File: src/rtl/mem_wb_skid_reg_pkg.sv
// -----------------------------------------------------------------------------
// mem_wb_skid_reg_pkg
// Shared pipeline definitions for the MEM/WB register:
//   - default payload widths (DEF_DATA_W, DEF_REG_ADDR_W)
//   - occupancy state encoding (OCC_EMPTY / OCC_ONE / OCC_FULL)
//   - MEM/WB payload field layout, MSB first:
//       {mem_read, wb_en, dest, mem_data, alu_result}
//     mem_wb_payload_t documents the layout at the default widths, and
//     payload_w() gives the packed width for any parameterisation.
// -----------------------------------------------------------------------------
package mem_wb_skid_reg_pkg;

    localparam int DEF_DATA_W     = 32;
    localparam int DEF_REG_ADDR_W = 4;

    localparam logic [1:0] OCC_EMPTY = 2'd0;
    localparam logic [1:0] OCC_ONE   = 2'd1;
    localparam logic [1:0] OCC_FULL  = 2'd2;

    typedef struct packed {
        logic                      mem_read;
        logic                      wb_en;
        logic [DEF_REG_ADDR_W-1:0] dest;
        logic [DEF_DATA_W-1:0]     mem_data;
        logic [DEF_DATA_W-1:0]     alu_result;
    } mem_wb_payload_t;

    function automatic int payload_w(input int data_w, input int reg_addr_w);
        return 2 + reg_addr_w + 2 * data_w;
    endfunction

endpackage

File: src/rtl/mem_wb_skid_reg_pipe_skid_slot.sv
// -----------------------------------------------------------------------------
// pipe_skid_slot
// One payload register with a load enable. HAS_RESET selects whether the
// register clears to zero on the asynchronous active-low reset or carries no
// reset at all.
// Ports:
//   clk    in   rising-edge clock
//   rst_n  in   asynchronous active-low reset (ignored when HAS_RESET = 0)
//   load   in   capture d on this edge
//   d      in   W-bit payload
//   q      out  W-bit held payload
// -----------------------------------------------------------------------------
module pipe_skid_slot #(
    parameter int W         = 8,
    parameter bit HAS_RESET = 1'b1
) (
    input  logic         clk,
    input  logic         rst_n,
    input  logic         load,
    input  logic [W-1:0] d,
    output logic [W-1:0] q
);

    generate
        if (HAS_RESET) begin : g_rst
            always_ff @(posedge clk or negedge rst_n) begin
                if (!rst_n) begin
                    q <= '0;
                end else if (load) begin
                    q <= d;
                end
            end
        end else begin : g_norst
            logic unused_rst;
            assign unused_rst = rst_n;

            always_ff @(posedge clk) begin
                if (load) begin
                    q <= d;
                end
            end
        end
    endgenerate

endmodule

File: src/rtl/mem_wb_skid_reg.sv
// -----------------------------------------------------------------------------
// mem_wb_skid_reg
// MEM/WB pipeline register with valid/ready handshake and a one-entry skid
// buffer. in_ready comes straight from the state register, so there is no
// combinational ready path from WB back to MEM.
// Optional feature macro: MEM_WB_STALL_CNT_EN adds the stall_count port, a
// saturating count of edges with out_valid & !out_ready (cleared by reset only).
// Ports:
//   clk, reset (async, active-low), flush (sync, drops all held entries)
//   in_valid / in_ready, in_mem_read, in_wb_en, in_dest, in_mem_data,
//   in_alu_result                                  - MEM-side entry
//   out_valid / out_ready, out_mem_read, out_wb_en, out_dest, out_mem_data,
//   out_alu_result                                 - WB-side entry
//   out_wb_value   selected writeback data (load data or ALU result)
//   out_wb_commit  entry is consumed this edge and writes the register file
//   stall_count    (MEM_WB_STALL_CNT_EN only)
// -----------------------------------------------------------------------------
module mem_wb_skid_reg
    import mem_wb_skid_reg_pkg::*;
#(
    parameter int DATA_W      = DEF_DATA_W,
    parameter int REG_ADDR_W  = DEF_REG_ADDR_W,
    parameter int STALL_CNT_W = 16
) (
    input  logic                  clk,
    input  logic                  reset,
    input  logic                  flush,
    input  logic                  in_valid,
    output logic                  in_ready,
    input  logic                  in_mem_read,
    input  logic                  in_wb_en,
    input  logic [REG_ADDR_W-1:0] in_dest,
    input  logic [DATA_W-1:0]     in_mem_data,
    input  logic [DATA_W-1:0]     in_alu_result,
    output logic                  out_valid,
    input  logic                  out_ready,
    output logic                  out_mem_read,
    output logic                  out_wb_en,
    output logic [REG_ADDR_W-1:0] out_dest,
    output logic [DATA_W-1:0]     out_mem_data,
    output logic [DATA_W-1:0]     out_alu_result,
    output logic [DATA_W-1:0]     out_wb_value,
    output logic                  out_wb_commit
`ifdef MEM_WB_STALL_CNT_EN
    ,
    output logic [STALL_CNT_W-1:0] stall_count
`endif
);

    localparam int PW = payload_w(DATA_W, REG_ADDR_W);

    logic [1:0]    state_q, state_d;
    logic          accept, consume;
    logic          main_load, skid_load, skid_move;
    logic [PW-1:0] in_payload, main_d, main_q, skid_q;

    assign accept  = in_valid & in_ready;
    assign consume = out_valid & out_ready;

    // ---------------- occupancy FSM: state register ----------------
    always_ff @(posedge clk or negedge reset) begin
        if (!reset) begin
            state_q <= OCC_EMPTY;
        end else begin
            state_q <= state_d;
        end
    end

    // ---------------- occupancy FSM: next state ----------------
    always_comb begin
        state_d = state_q;
        if (flush) begin
            state_d = OCC_EMPTY;
        end else begin
            case (state_q)
                OCC_EMPTY: if (accept) state_d = OCC_ONE;
                OCC_ONE: begin
                    if (accept && !consume) begin
                        state_d = OCC_FULL;
                    end else if (!accept && consume) begin
                        state_d = OCC_EMPTY;
                    end
                end
                OCC_FULL:  if (consume) state_d = OCC_ONE;
                default:   state_d = OCC_EMPTY;
            endcase
        end
    end

    // ---------------- occupancy FSM: outputs / load enables ----------------
    // Load enables use in_valid/out_ready with the state directly (in FULL no
    // accept is possible, in EMPTY no consume is possible). Flush suppresses
    // every load so the held data survives and only occupancy clears.
    always_comb begin
        in_ready  = (state_q != OCC_FULL);
        out_valid = (state_q != OCC_EMPTY);
        main_load = 1'b0;
        skid_load = 1'b0;
        skid_move = 1'b0;
        if (!flush) begin
            case (state_q)
                OCC_EMPTY: main_load = in_valid;
                OCC_ONE: begin
                    if (in_valid && out_ready) begin
                        main_load = 1'b1;
                    end else if (in_valid) begin
                        skid_load = 1'b1;
                    end
                end
                OCC_FULL: begin
                    if (out_ready) begin
                        main_load = 1'b1;
                        skid_move = 1'b1;
                    end
                end
                default: ;
            endcase
        end
    end

    // ---------------- payload slots ----------------
    assign in_payload = {in_mem_read, in_wb_en, in_dest, in_mem_data, in_alu_result};
    assign main_d     = skid_move ? skid_q : in_payload;

    pipe_skid_slot #(.W(PW), .HAS_RESET(1'b1)) u_main (
        .clk   (clk),
        .rst_n (reset),
        .load  (main_load),
        .d     (main_d),
        .q     (main_q)
    );

    pipe_skid_slot #(.W(PW), .HAS_RESET(1'b0)) u_skid (
        .clk   (clk),
        .rst_n (reset),
        .load  (skid_load),
        .d     (in_payload),
        .q     (skid_q)
    );

    assign {out_mem_read, out_wb_en, out_dest, out_mem_data, out_alu_result} = main_q;
    assign out_wb_value  = out_mem_read ? out_mem_data : out_alu_result;
    assign out_wb_commit = out_valid & out_ready & out_wb_en;

    // ---------------- optional stall counter ----------------
`ifdef MEM_WB_STALL_CNT_EN
    logic [STALL_CNT_W-1:0] stall_cnt_q, stall_cnt_d;

    always_comb begin
        stall_cnt_d = stall_cnt_q;
        if (out_valid && !out_ready && (stall_cnt_q != {STALL_CNT_W{1'b1}})) begin
            stall_cnt_d = stall_cnt_q + {{(STALL_CNT_W-1){1'b0}}, 1'b1};
        end
    end

    always_ff @(posedge clk or negedge reset) begin
        if (!reset) begin
            stall_cnt_q <= '0;
        end else begin
            stall_cnt_q <= stall_cnt_d;
        end
    end

    assign stall_count = stall_cnt_q;
`else
    logic unused_stall_cfg;
    assign unused_stall_cfg = (STALL_CNT_W > 0);
`endif

endmodule

File: config.mk
export PLATFORM = sky130hd
export DESIGN_NAME = mem_wb_skid_reg
export DESIGN_NICKNAME = d
export VERILOG_FILES = /design/src/rtl/mem_wb_skid_reg_pkg.sv /design/src/rtl/mem_wb_skid_reg_pipe_skid_slot.sv /design/src/rtl/mem_wb_skid_reg.sv
export SDC_FILE = /design/constraint.sdc
export NUM_CORES = 1
export LEC_CHECK = 0
export CAP_MARGIN = 20
export CORE_MARGIN = 2
export CORE_UTILIZATION = 39
export CTS_CLUSTER_DIAMETER = 50
export CTS_CLUSTER_SIZE = 28
export DETAILED_ROUTE_END_ITERATION = 8
export GPL_TIMING_DRIVEN = 1
export PLACE_DENSITY = 0.65
export SYNTH_ARGS = -nofsm -noshare
export SYNTH_HDL_FRONTEND = slang
export SYNTH_HIERARCHICAL = 1
export SYNTH_SLANG_ARGS = --single-unit
export TNS_END_PERCENT = 1
File: constraint.sdc
create_clock -name clk -period 6.9 [get_ports clk]
set_input_delay 0.69 -clock clk [delete_from_list [all_inputs] [get_ports clk]]
set_output_delay 0.69 -clock clk [all_outputs]
set_load 0.05 [all_outputs]
Word-level counts from Yosys, hierarchy flattened
Index checks and enable logic that the tools add are counted.
{"block": "totals", "register_bits": 142, "wordCells": 38, "inputBits": 75}
{"block": "op_classes", "n_bitwise": 3, "reduce_logical": 8, "eq_ne": 6, "n_mux": 18}
{"op": "$mux 70", "count": 1}
{"op": "$mux 32", "count": 1}
{"op": "$mux 2", "count": 5}
{"op": "$mux 1", "count": 9}
{"op": "$ne 3x3->1 const B", "count": 2}
{"op": "$pmux 2 s3", "count": 1}
{"op": "$ne 4x4->1 const B", "count": 1}
{"op": "$and 1x1->1", "count": 3}
{"op": "$logic_and 1x1->1", "count": 3}
{"op": "$pmux 1 s3", "count": 1}
{"op": "$reduce_and 3->1", "count": 1}
{"op": "$eq 2x1->1 const B", "count": 1}
{"op": "$eq 2x2->1 const B", "count": 1}
{"op": "$logic_not 1->1", "count": 2}
{"op": "$logic_not 2->1", "count": 1}
{"op": "$ne 2x2->1 const B", "count": 1}
{"op": "$reduce_bool 2->1", "count": 1}

Logic depth before layout (Yosys ltp)
Gate-level depths: netlist (run 1).
{"block": "logic_depth", "word_depth": 8, "ltp_mapped": 6, "ltp_nobuf": 5}

Cells and area by module
Netlist (run 1), hierarchy kept.
{"mod": "pipe_skid_slot (u_main)", "cells_each": 148, "instances": 1, "seq_area_each_um2": 1751.7, "area_each_um2": 2954.1}
{"mod": "pipe_skid_slot (u_skid)", "cells_each": 70, "instances": 1, "seq_area_each_um2": 2102.0, "area_each_um2": 2102.0}
{"mod": "mem_wb_skid_reg", "cells_each": 129, "instances": 1, "seq_area_each_um2": 50.0, "area_each_um2": 1391.3}

Least setup slack after synthesis (run 1)
No wires, ideal clock.
{"block": "synth_timing", "path_kind": "input-to-reg", "from": "input in_valid", "to": "register u_skid.q[0] (enable)", "setup_slack_ps": 619, "stages": 3, "arrival_time_ps": 5696, "path_cell_list": "nor2b_1 nand2_1 nor3_1"}
{"block": "synth_via", "elab_chain_cells": 4, "elab_cells_between_ends": 5}
{"element": "start, declared", "line_no": "mem_wb_skid_reg.sv:28", "rtl": "input logic in_valid,"}
{"element": "$mux 1 or $logic_and 1x1->1 (tied branches)", "line_no": "mem_wb_skid_reg.sv:106, mem_wb_skid_reg.sv:104"}
{"element": "$mux 1 *", "line_no": "mem_wb_skid_reg.sv:104", "rtl": "if (in_valid && out_ready) begin"}
{"element": "$mux 1 *", "line_no": "mem_wb_skid_reg.sv:101", "rtl": "case (state_q)"}
{"element": "$mux 1 *", "line_no": "mem_wb_skid_reg.sv:100", "rtl": "if (!flush) begin"}
{"element": "via skid_load", "line_no": "mem_wb_skid_reg.sv:54", "rtl": "logic main_load, skid_load, skid_move;"}
{"element": "end signal, assigned", "line_no": "mem_wb_skid_reg_pipe_skid_slot.sv:39", "rtl": "q <= d;"}
{"element": "end, declared", "line_no": "mem_wb_skid_reg_pipe_skid_slot.sv:21", "rtl": "output logic [W-1:0] q"}
Mark *: on every way through the listed nets, which the timed path passes. The rest lies on a longest branch.
A chain may end at the register's enable or synchronous reset.

Final worst setup path (run 1)
{"block": "layout_timing", "from": "register u_main.q[69]", "to": "output out_wb_value[21]"}
{"block": "layout_via", "elab_chain_cells": 1}
{"element": "start, declared", "line_no": "mem_wb_skid_reg_pipe_skid_slot.sv:21"}
{"element": "start signal, assigned", "line_no": "mem_wb_skid_reg_pipe_skid_slot.sv:28", "rtl": "q <= '0;"}
{"element": "start signal, assigned", "line_no": "mem_wb_skid_reg_pipe_skid_slot.sv:30", "rtl": "q <= d;"}
{"element": "$mux 32", "line_no": "mem_wb_skid_reg.sv:142", "rtl": "assign out_wb_value = out_mem_read ? out_mem_data : out_alu_result;"}
{"element": "end, declared", "line_no": "mem_wb_skid_reg.sv:42", "rtl": "output logic [DATA_W-1:0] out_wb_value,"}
Every way passes these cells.

==> results by group, run 1 <==
Job
  • Max cap viols: 0

Yosys
  • Share of Yosys cell area claimed by the top area cell type: 0.326
  • Post-synthesis sequential area ratio: 0.605
  • Synth area leaders: edfxtp_1 (33%), dfrtp_1 (28%), mux2_2 (17%)
  • Cell area after synthesis: 0.00645 mm^2
  • Synth Flop Type: dfrtp_1
  • Commonest cells in the netlist: mux2_2 (96), dfrtp_1 (72), edfxtp_1 (70), mux2_4 (70), buf_6 (8)
  • Ys async rst share: 0.507
  • Largest area contributor in the netlist: edfxtp_1
  • Synth warn: 6
  • Post-synth EDFFs: 70
  • Most common cell in the synthesized netlist: mux2_2
  • Synthesized Nets: 422
  • Mapped Cells: 347
  • Library cells used by synthesis: 23
  • Synth Area per Inst: 18.6 um^2
  • Seq cells post-synth: 142

STA
  • Setup TNS: 0 ns
  • Count of final setup violators: 0
  • Fmax: 315 MHz
  • Fin. Hold Viols: 0
  • Clock skew: 0.00659 ns
  • Measured slew at the worst slew-check pin: 1.04 ns
  • Max-slew violation count: 0
  • Relative slew slack: 0.306
  • Minimum clock period: 3.17 ns
  • RSZ-0062 raised after global routing: no
  • Fraction of the cycle the final worst path needs: 0.460

Global routing
  • Vias in the first global route: 3946
  • Antenna violations before repair: 0
  • Gr usage total: 0.163
  • Largest net degree at the start of global routing: 73
  • Congestion Overflow GR: 0
  • First-pass GRT wire length: 22.2 mm

Floorplan
  • Ports: 180
  • Core area: 0.0163 mm^2
  • Initial Util: 0.394
  • Row Count: 47
  • Die height: 133 um
  • Full die area: 0.0176 mm^2
  • Die X: 133 um

CTS
  • CTS tree: yes
  • Post-CTS Hold Buffers: 0
  • Root buffer selected by CTS: clkbuf_16
  • Clk Latency, worst-skew pair: 0.41 ns
  • H-tree levels: 4
  • CTS resizes: 0
  • Setup Buffers After CTS: 0
  • Clock slew at reported path FFs: 0.06 ns
  • Clock tree sinks: 142
  • Bufs on Longest Clock Path: 2
  • TritonCTS buffer count: 17

Detailed routing
  • DR DRC count: 0
  • First-pass iteration count of the detailed router: 4
  • DR vias/cell: 4.74
  • Via count: 3625
  • Post-DRT Antenna Nets: 0
  • Initial DRC Count: 153
  • Drt wl/cell: 18.3 um
  • Aggregate routed wire length: 14.0 mm

Critical path
  • Setup slack, reg-to-reg: 4.14 ns
  • CP Launch Type: register
  • WP data arrival: 2.48 ns
  • Crit. End Element: primary output
  • Worst path required time: 6.21 ns
  • Reg2Reg Depth: 6
  • Reg-to-reg critical path endpoint: u_main/q[22]$_DFFE_PN0P_
  • Crit path kind: register to primary output
  • Worst Path Max Fanout: 34
  • Worst R2R Start: state_q[1]$_DFFE_PN0P_

Power
  • VDD IR max: 0.000218 V
  • Leakage power: 0.00343 uW
  • P per Cell Area: 345 mW/mm^2

Cells and area
  • Post-layout nets: 606
  • Filler cell count in the final layout: 1361
  • Share of cells above drive strength 1: 0.384
  • Synth-to-layout area growth: 37.9%
  • Final Non-Filler Cells: 764
  • Diode count: 0

Outcome
  • Status: finished clean

Place
  • Port Buffers: 179
  • Post-detail-place hpwl: 8.60 mm
  • Placer congestion estimate: 0.756
  • Placed cells: 731

Min path
  • Hold Path Class: input port to asynchronous set/reset pin
==> sequential cells by signal (all words and copies together), names as in the netlist <==
| register | flops |
|---|---|
| u_skid/q | 70 |
| u_main/q | 70 |
| state_q | 2 |
==> worst max-delay path by stage <==
| stage | endpoint | slack (ns) | start | cells past startpoint |
|---|---|---|---|---|
| 2_1_floorplan | u_skid/q[0]$_DFFE_PP_ | 0.62 | in_valid | 3 |
| 3_3_place_gp | u_main/q[61]$_DFFE_PN0P_ | 3.46 | in_valid | 7 |
| 3_5_place_dp | u_main/q[21]$_DFFE_PN0P_ | 3.35 | in_valid | 7 |
| 4_1_cts | out_wb_value[21] | 3.66 | u_main/q[69]$_DFFE_PN0P_ | 2 |
| 5_1_grt | out_wb_value[1] | 3.62 | u_main/q[69]$_DFFE_PN0P_ | 2 |
| 6_report | out_wb_value[21] | 3.73 | u_main/q[69]$_DFFE_PN0P_ | 2 |
==> worst max-delay path, stage by stage (launching register included) <==
cell and delay, ns:
dfrtp_2 0.93, mux2_2 0.42, clkdlybuf4s50_1 0.70
==> logic make-up after synthesis <==
family	synth area share
AOI/OAI and AO/OA	0.00369
buffers and inverters	0.0386
DFF	0.605
muxes	0.341
and+or+nand+nor	0.0111
==> report_power, final <==
part / switching (uW) / internal (uW) / leakage, uW / total [uW]
Sequential: 94.6 / 982 / 0.00148 / 1080
Clock: 346 / 526 / 0.000277 / 873
Combinational: 657 / 458 / 0.00167 / 1110
Total: 1100 / 1970 / 0.00343 / 3060
==> cell usage in the layout, fill, tap and decap left out, drive strengths merged <==
| master | n |
|---|---|
| inv | 1 |
| edfxtp | 70 |
| dfrtp | 72 |
| or4b | 1 |
| bufinv | 2 |
| clkbuf | 19 |
| nor2b | 2 |
| nand2 | 1 |
| mux2 | 172 |
| nand2b | 1 |
| a21oi | 1 |
| and3 | 1 |
| nor3b | 1 |
| o21ai | 1 |
| a211oi | 1 |
| buf | 6 |
| clkinvlp | 1 |
| or2 | 1 |
| clkdlybuf4s50 | 178 |
| nor3 | 1 |
| clkinv | 10 |
| a31oi | 1 |
==> final cells by class <==
type | instances | area (um^2) | area share
Tap cell | 220 | 275 | 0.0310
Clock buffer | 19 | 433 | 0.0487
Multi-Input combinational cell | 185 | 2310 | 0.260
Clock inverter | 13 | 124 | 0.0139
Sequential cell | 142 | 3910 | 0.439
Timing Repair Buffer | 184 | 1840 | 0.207
Inverter | 1 | 3.75 | 0.000422
==> stage by stage <==
stage	power (uW)	setup slack [ns]	hold WS [ns]	util	cell area (um^2)
CTS	3100	3.66	0.466	0.543	8870
global route	3180	3.62	0.271	0.544	8890
global placement	2200	3.46	0.499	0.509	8310
floorplan	1830	0.619	0.394	-	6450
detailed placement	2210	3.35	0.505	0.509	8310
finish	3060	3.73	0.235	0.544	8890
==> per-layer routing <==
metal,track usage,part of all wire,vias to the layer above
met5,0,0,-
met4,0.0472,0.0085,0
met3,0.0563,0.055,10
met2,0.268,0.49,101
met1,0.206,0.44,1836
li1,-,-,1678
Power figures use the tool's default switching activity.
==> run 2, diff against run 1 <==
- clock period: 6.9 -> 3.2 ns (I/O delays scaled with it)
==> results by group, run 2 (same netlist as run 1, synthesis figures left out) <==
Power
  • Clock power share: 0.300 (+0.015)
  • Comb power frac: 0.360 (-0.004)
  • VDD IR max: 0.000385 V (+76%)
  • P per Cell Area: 752 mW/mm^2 (+120%)
  • Net Sw Frac: 0.349 (-0.00962)
  • Sequential share of power: 0.340 (-0.011)
  • Switching pwr: 2360 uW (+120%)
  • Leakage power: 0.00347 uW (+1.2%)
  • Internal cell power: 4410 uW (+120%)

Global routing
  • Congestion Overflow GR: 0 (unchanged)
  • Antenna violations before repair: 0 (unchanged)
  • Gr usage total: 0.161 (-0.00260)
  • First-pass GRT wire length: 22.1 mm (-0.56%)
  • Vias in the first global route: 3968 (+0.56%)
  • Largest net degree at the start of global routing: 73 (unchanged)

STA
  • Setup TNS: 0 ns (unchanged)
  • Minimum clock period: 2.84 ns
  • Hold slack: 0.415 ns (+0.180 ns)
  • Clock skew: 0.00915 ns (+0.00256 ns)
  • Fraction of the cycle the final worst path needs: 0.889
  • RSZ-0062 raised after global routing: no
  • Measured slew at the worst slew-check pin: 0.606 ns (-0.435 ns)
  • Max-slew violation count: 0 (unchanged)
  • Fin. Hold Viols: 0 (unchanged)
  • Count of final setup violators: 0 (unchanged)
  • Relative slew slack: 0.596 (+0.290)
  • Fmax: 352 MHz

CTS
  • CTS resizes: 0 (unchanged)
  • Setup Buffers After CTS: 0 (unchanged)
  • TritonCTS buffer count: 17 (unchanged)
  • CTS tree: yes
  • H-tree levels: 4 (unchanged)
  • Bufs on Longest Clock Path: 2 (unchanged)
  • Root buffer selected by CTS: clkbuf_16
  • Clk Latency, worst-skew pair: 0.41 ns (about the same)
  • Clock tree sinks: 142 (unchanged)
  • Post-CTS Hold Buffers: 0 (unchanged)
  • Clock slew at reported path FFs: 0.06 ns (about the same)

Detailed routing
  • Drt wl/cell: 18.1 um (-1.1%)
  • First-pass iteration count of the detailed router: 5 (+1)
  • Initial DRC Count: 138 (-9.8%)
  • Post-DRT Antenna Nets: 0 (unchanged)
  • DR vias/cell: 4.81 (+1.4%)
  • Aggregate routed wire length: 13.9 mm (-0.75%)
  • Via count: 3689 (+1.8%)
  • DR DRC count: 0 (unchanged)

Critical path
  • Crit path kind: register to primary output
  • Crit path largest cell delay: 0.70 ns (-0.23 ns)
  • Critical Path, Cell by Cell: buf_4, mux2_2, clkdlybuf4s50_1
  • Slowest-stage cell, CP: clkdlybuf4s50_1
  • Crit. End Element: primary output
  • Worst path required time: 2.88 ns (-3.33 ns)
  • WP data arrival: 2.52 ns (+0.04 ns)
  • Worst Path Max Fanout: 17 (-50%)
  • CP Launch Type: register

Cells and area
  • Commonest non-fill, non-tap cell in the layout: clkdlybuf4s50_1
  • Final Util: 0.551 (+0.00681)
  • Most frequent cells in the layout: clkdlybuf4s50_1 (178), mux2_2 (96), dfrtp_1 (71)
  • Top flop regs: u_main/q: 70 flops, u_skid/q: 70 flops, state_q: 2 flops
  • Post-layout nets: 610 (+0.66%)
  • Share of cells above drive strength 1: 0.386 (+0.00155)
  • Diode count: 0 (unchanged)
  • Final Non-Filler Cells: 767 (+0.39%)
  • Synth-to-layout area growth: 39.6%

Place
  • Placer congestion estimate: 0.716 (-5.3%)
  • Post-detail-place hpwl: 8.90 mm (+3.6%)
  • Port Buffers: 179 (unchanged)
  • Placed cells: 734 (+0.41%)

Min path
  • Hold Path Class: input port to asynchronous set/reset pin

Floorplan
  • Full die area: 0.0176 mm^2 (unchanged)
  • Die X: 133 um (unchanged)
  • Ports: 180 (unchanged)
  • Row Count: 47 (unchanged)
  • Core area: 0.0163 mm^2 (unchanged)
  • Initial Util: 0.394 (unchanged)
  • Die height: 133 um (unchanged)

Job
  • Max cap viols: 0 (unchanged)

Outcome
  • Status: finished clean
-- run 2: changes by cell type in the layout (fill, tap and decap cells not counted), sizes merged --
cell / change
buf: +3
dlygate4sd3: +1
clkinvlp: +1
bufinv: +2
clkbuf: +1
clkinv: -5
-- run 2: layer usage --
layer / vias up / wire, um / track usage
met2: 119 / 6520 / 0.250
met3: 16 / 751 / 0.0471
met1: 1866 / 6370 / 0.214
met5: - / 0 / 0
met4: 0 / 229 / 0.0621
li1: 1688 / - / -
-- run 2: worst paths after layout --
path | startpoint | to | cells past startpoint | slack [ns]
max | u_main/q[69]$_DFFE_PN0P_ | out_wb_value[2] | 3 | 0.36
max in group asynchronous | reset | u_main/q[8]$_DFFE_PN0P_ | 3 | 2.18
min in group clk | in_mem_data[13] | u_skid/q[45]$_DFFE_PP_ | 1 | 0.49
min | reset | u_main/q[22]$_DFFE_PN0P_ | 2 | 0.41
min reg2reg | u_main/q[65]$_DFFE_PN0P_ | u_main/q[65]$_DFFE_PN0P_ | 1 | 0.52
max reg2reg | state_q[0]$_DFFE_PN0P_ | u_main/q[53]$_DFFE_PN0P_ | 6 | 1.12
-- run 2: through the flow --
step                instance area [um^2]  total power [uW]  setup slack [ns]
finish                              9000              6770             0.356
global route                        9000              7010             0.267
CTS                                 8970              6840             0.318
detailed placement                  8370              4780             0.752
global placement                    8370              4760             0.802
floorplan                           6460              3950             0.454
-- run 2: power by group through the flow --
stage | sequential [uW] | combinational, uW | clock [uW]
after floorplan | 2910 | 1040 | 0
final | 2300 | 2440 | 2030
after global placement | 2330 | 2430 | 0
after global routing | 2330 | 2510 | 2160
after CTS | 2300 | 2450 | 2090
after detailed placement | 2330 | 2450 | 0
-- run 2: final cells by class --
class,count,area (um^2)
clock inverter,11,168
fill,1364,7350
tap,220,275
inverter,1,3.75
multi-input combinational,185,2320
sequential,142,3910
timing repair buffer,188,1900
clock buffer,20,437
-- run 2: worst max-delay path, delay by kind of cell (launching register included) --
family	cells	cell delay, ns
buffers and inverters	2	1.05
DFF	1	0.69
muxes	1	0.36
==> RTL change 1 (flow settings as in run 1) <==
Set the package constant `DEF_DATA_W` to 48 (it was 32).
--- a/src/rtl/mem_wb_skid_reg_pkg.sv
+++ b/src/rtl/mem_wb_skid_reg_pkg.sv
@@ -11,5 +11,5 @@
 package mem_wb_skid_reg_pkg;
 
-    localparam int DEF_DATA_W     = 32;
+    localparam int DEF_DATA_W     = 48;
     localparam int DEF_REG_ADDR_W = 4;
 
Interface: changed (5 resized); port bits go from 180 to 260. The function was not compared with the original's and may differ.
==> RTL change 1 against run 1 <==
- total power grew 49%
- register-to-register slack worse by 0.06 ns
- first-iteration DRC count grew 23%
- synthesized area rose by 48%
- sequential share of layout area decreased by 0.90 points
- routed wire length increased by 55%
- critical path depth up 1
- sequential cell count grew 64
- cell area grew 48%
- worst setup slack lost 0.43 ns
- core utilization grew 0.094 points
- largest power group unchanged
==> RTL change 1: results (changes against run 1) <==
| Metric | Value |
|---|---|
| Nonclk buf count | `268 (was 184)` |
| Fraction of area in multi-input gates | `27.0% (was 26.0%)` |
| Buffering overhead | `20.2% (was 20.7%)` |
| Total track usage | `16.7% (was 16.3%)` |
| Final hold slack | `0.202 ns (was 0.235 ns)` |
| Ranking of synthesized cells by area | `edfxtp_1, dfrtp_1, mux2_4 (was edfxtp_1, dfrtp_1, mux2_2)` |
| Gpl congestion | `0.750 (was 0.756)` |
| # fillers | `1886 (was 1361)` |
| CTS Buffer Depth | `3 (was 2)` |
| Status | `finished, final reports clean (unchanged)` |
| Met3 routed wirelength | `1.18 mm (was 762 um)` |
| Final net count | `875 (was 606)` |
| Met2 Use GR | `29.1% (was 26.8%)` |
| Worst r2r dst | `u_main/q[10] (was u_main/q[22])` |
| Share of cells above drive strength 1 | `40.1% (was 38.4%)` |
| CP Max Fanout | `26 (was 34)` |
| Sequential share of the synthesized area | `59.5% (was 60.5%)` |
| Crit path max-delay family | `buffers and inverters (was flip-flops)` |
| Vias in the first global route | `5943 (was 3946)` |
| Synth async-reset ratio | `50.5% (was 50.7%)` |
| Synth cell count leaders | `mux2_4, dfrtp_1, edfxtp_1 (was mux2_2, dfrtp_1, edfxtp_1, mux2_4, buf_6)` |
| Final Core Density | `54.5% (was 54.4%)` |
| Largest regs | `u_main/q (102), u_skid/q (102), state_q (2) (was u_main/q (70), u_skid/q (70), state_q (2))` |
| Clk sinks | `206 (was 142)` |
| Setup crit end | `out_wb_value[0] (was out_wb_value[21])` |
| Register area | `0.00567 sq mm (was 0.00391 sq mm)` |
| Final clock-cell share | `6.70% (was 6.26%)` |
-- RTL change 1: cell count changes in the layout (fill, tap and decap cells not counted), moves of 3 or more --
| cell | delta |
|---|---|
| inv_8 | +3 |
| clkdlybuf4s50_1 | +80 |
| dfrtp_1 | +32 |
| mux2_2 | -4 |
| clkinv_2 | -4 |
| clkbuf_16 | +9 |
| inv_6 | +6 |
| edfxtp_1 | +32 |
| mux2_1 | -6 |
| mux2_4 | +90 |
| buf_4 | +5 |
-- RTL change 1: cell families (layout without fill, tap and decap cells) --
family | after synthesis | after routing | share of synthesized area (%)
buffers and inverters | 28 | 317 | 3.45
multiplexers | 252 | 252 | 36.1
AND/OR/NAND/NOR | 9 | 9 | 0.749
flip-flops | 206 | 206 | 59.5
AO/OA/AOI/OAI | 4 | 4 | 0.249
-- RTL change 1: power by group --
part,leakage [nW],switching [mW],total [mW],internal [mW]
registers,2.14,0.127,1.55,1.42
logic,2.59,0.986,1.66,0.671
clock network,0.431,0.567,1.37,0.801
total,5.17,1.68,4.58,2.90
==> RTL change 2 (flow settings as in run 1) <==
Without the edit above. The parameter `HAS_RESET` goes from 1'b0 to 1'b1.
--- a/src/rtl/mem_wb_skid_reg.sv
+++ b/src/rtl/mem_wb_skid_reg.sv
@@ -131,5 +131,5 @@
     );
 
-    pipe_skid_slot #(.W(PW), .HAS_RESET(1'b0)) u_skid (
+    pipe_skid_slot #(.W(PW), .HAS_RESET(1'b1)) u_skid (
         .clk   (clk),
         .rst_n (reset),
Check against the original RTL: same outputs for any inputs over 10 cycles, from zero or initial values and one cycle with reset low; that may be too few to reach the edited logic, so the function may still have changed.
==> RTL change 2 against run 1 <==
- hold slack better by 0.035 ns
- critical path depth unchanged
- sequential power grew 10%
- clock skew is essentially flat
- routed wire length rose by 13%
- worst setup slack worse by 0.043 ns
- cell area is 8.5% higher
- global-route usage rose by 0.22 points
- synthesized area up 13%
- total power rose by 11%
- critical endpoint is now out_wb_value[29]
- sequential cell count is the same
==> RTL change 2: results (changes against run 1) <==
| Metric | Value |
|---|---|
| Status | `finished, final reports clean (unchanged)` |
| Number of vias per cell | `4.89 (was 4.74)` |
| Met3 routed wirelength | `710 um (was 762 um)` |
| Net Count, Synth | `500 (was 422)` |
| Synth cell count leaders | `dfrtp_1, mux2_4, mux2_2 (was mux2_2, dfrtp_1, edfxtp_1, mux2_4, buf_6)` |
| Placed Cells incl. Taps | `817 (was 731)` |
| Syn_area_per_cell | `17.2 sq um (was 18.6 sq um)` |
| Largest net degree at the start of global routing | `79 (was 73)` |
| Max IR drop VDD | `206 uV (was 218 uV)` |
| Sequential share of the synthesized area | `48.7% (was 60.5%)` |
| Gpl congestion | `0.719 (was 0.756)` |
| Met3 Use GR | `4.59% (was 5.63%)` |
| Dpl hpwl | `9.83 mm (was 8.60 mm)` |
| Synth async-reset ratio | `100% (was 50.7%)` |
| Share of cells above drive strength 1 | `45.9% (was 38.4%)` |
| GR Util met1 | `21.9% (was 20.6%)` |
| Post-detailed-routing wire length | `15.8 mm (was 14.0 mm)` |
| Skew final | `0.00705 ns (was 0.00659 ns)` |
| Synth cell types | `22 (was 23)` |
| Switch share | `35.9% (was 35.8%)` |
| Wl on met1 | `7.27 mm (was 6.18 mm)` |
| Final net count | `678 (was 606)` |
| Non-Filler Instances | `849 (was 764)` |
| Slowest cell delay on critical path | `0.97 ns (was 0.93 ns)` |
| Placed Area | `0.00905 sq mm (was 0.00831 sq mm)` |
| Most used DFF post-synth | `dfrtp_1 (unchanged)` |
| First-pass GRT wire length | `25.7 mm (was 22.2 mm)` |
| I/O Buffers | `179 (unchanged)` |
| Worst EP arrival | `2.52 ns (was 2.48 ns)` |
| Total track usage | `16.6% (was 16.3%)` |
| Ranking of synthesized cells by area | `dfrtp_1, mux2_4, mux2_2 (was edfxtp_1, dfrtp_1, mux2_2)` |
| Metal2 WL | `7.60 mm (was 6.91 mm)` |
| Met2 Use GR | `26.7% (was 26.8%)` |
| Vias in the first global route | `4556 (was 3946)` |
==> RTL change 2: cell families (layout without fill, tap and decap cells) <==
kind of cell / after synthesis / count (layout) / synth area share [%]
compound gates: 4 / 4 / 0.326
simple gates: 9 / 9 / 0.977
buf+inv: 28 / 218 / 5.49
mux: 242 / 242 / 44.5
flops: 142 / 142 / 48.7
==> RTL change 2: area by class of cell <==
class / count / area [sq um]
fill: 1505 / 8870
sequential: 142 / 3550
multi-input combinational: 255 / 3360
timing repair buffer: 186 / 1870
clock buffer: 18 / 429
tap: 234 / 293
clock inverter: 13 / 140
inverter: 1 / 3.75
==> RTL change 2: final timing paths <==
path	start	end	slack [ns]
worst min-delay path	reset	u_main/q[57]	0.27
worst max register to register	state_q[1]	u_main/q[21]	4.18
worst max-delay path	u_main/q[69]	out_wb_value[29]	3.69
min in group clk	u_skid/q[6]	u_skid/q[6]	0.50
max in group asynchronous	reset	u_main/q[69]	5.54
worst min register to register	u_skid/q[6]	u_skid/q[6]	0.50
==> RTL change 2: per-stage QoR <==
stage               hold slack, ns  util, %
finish                       0.270     52.1
detailed placement           0.488     48.9
CTS                          0.281     52.0
global placement             0.487     48.9
global route                 0.306     52.1
floorplan                    0.394        -
==> RTL change 2: power by group through the flow <==
stage | sequential [mW] | clock [mW] | combinational, mW
after global routing | 1.23 | 0.963 | 1.37
after floorplan | 1.44 | 0 | 0.663
after detailed placement | 1.21 | 0 | 1.32
after CTS | 1.20 | 0.924 | 1.32
after global placement | 1.19 | 0 | 1.31
final | 1.19 | 0.896 | 1.32
==> RTL change 2: worst reg2reg max path: stages, from the launching register on <==
cell     delay (ns)
dfrtp_1        0.40
nor2b_1        0.19
o21ai_0        0.19
a21oi_4        0.15
buf_4          0.49
buf_4          0.75
mux2_4         0.42
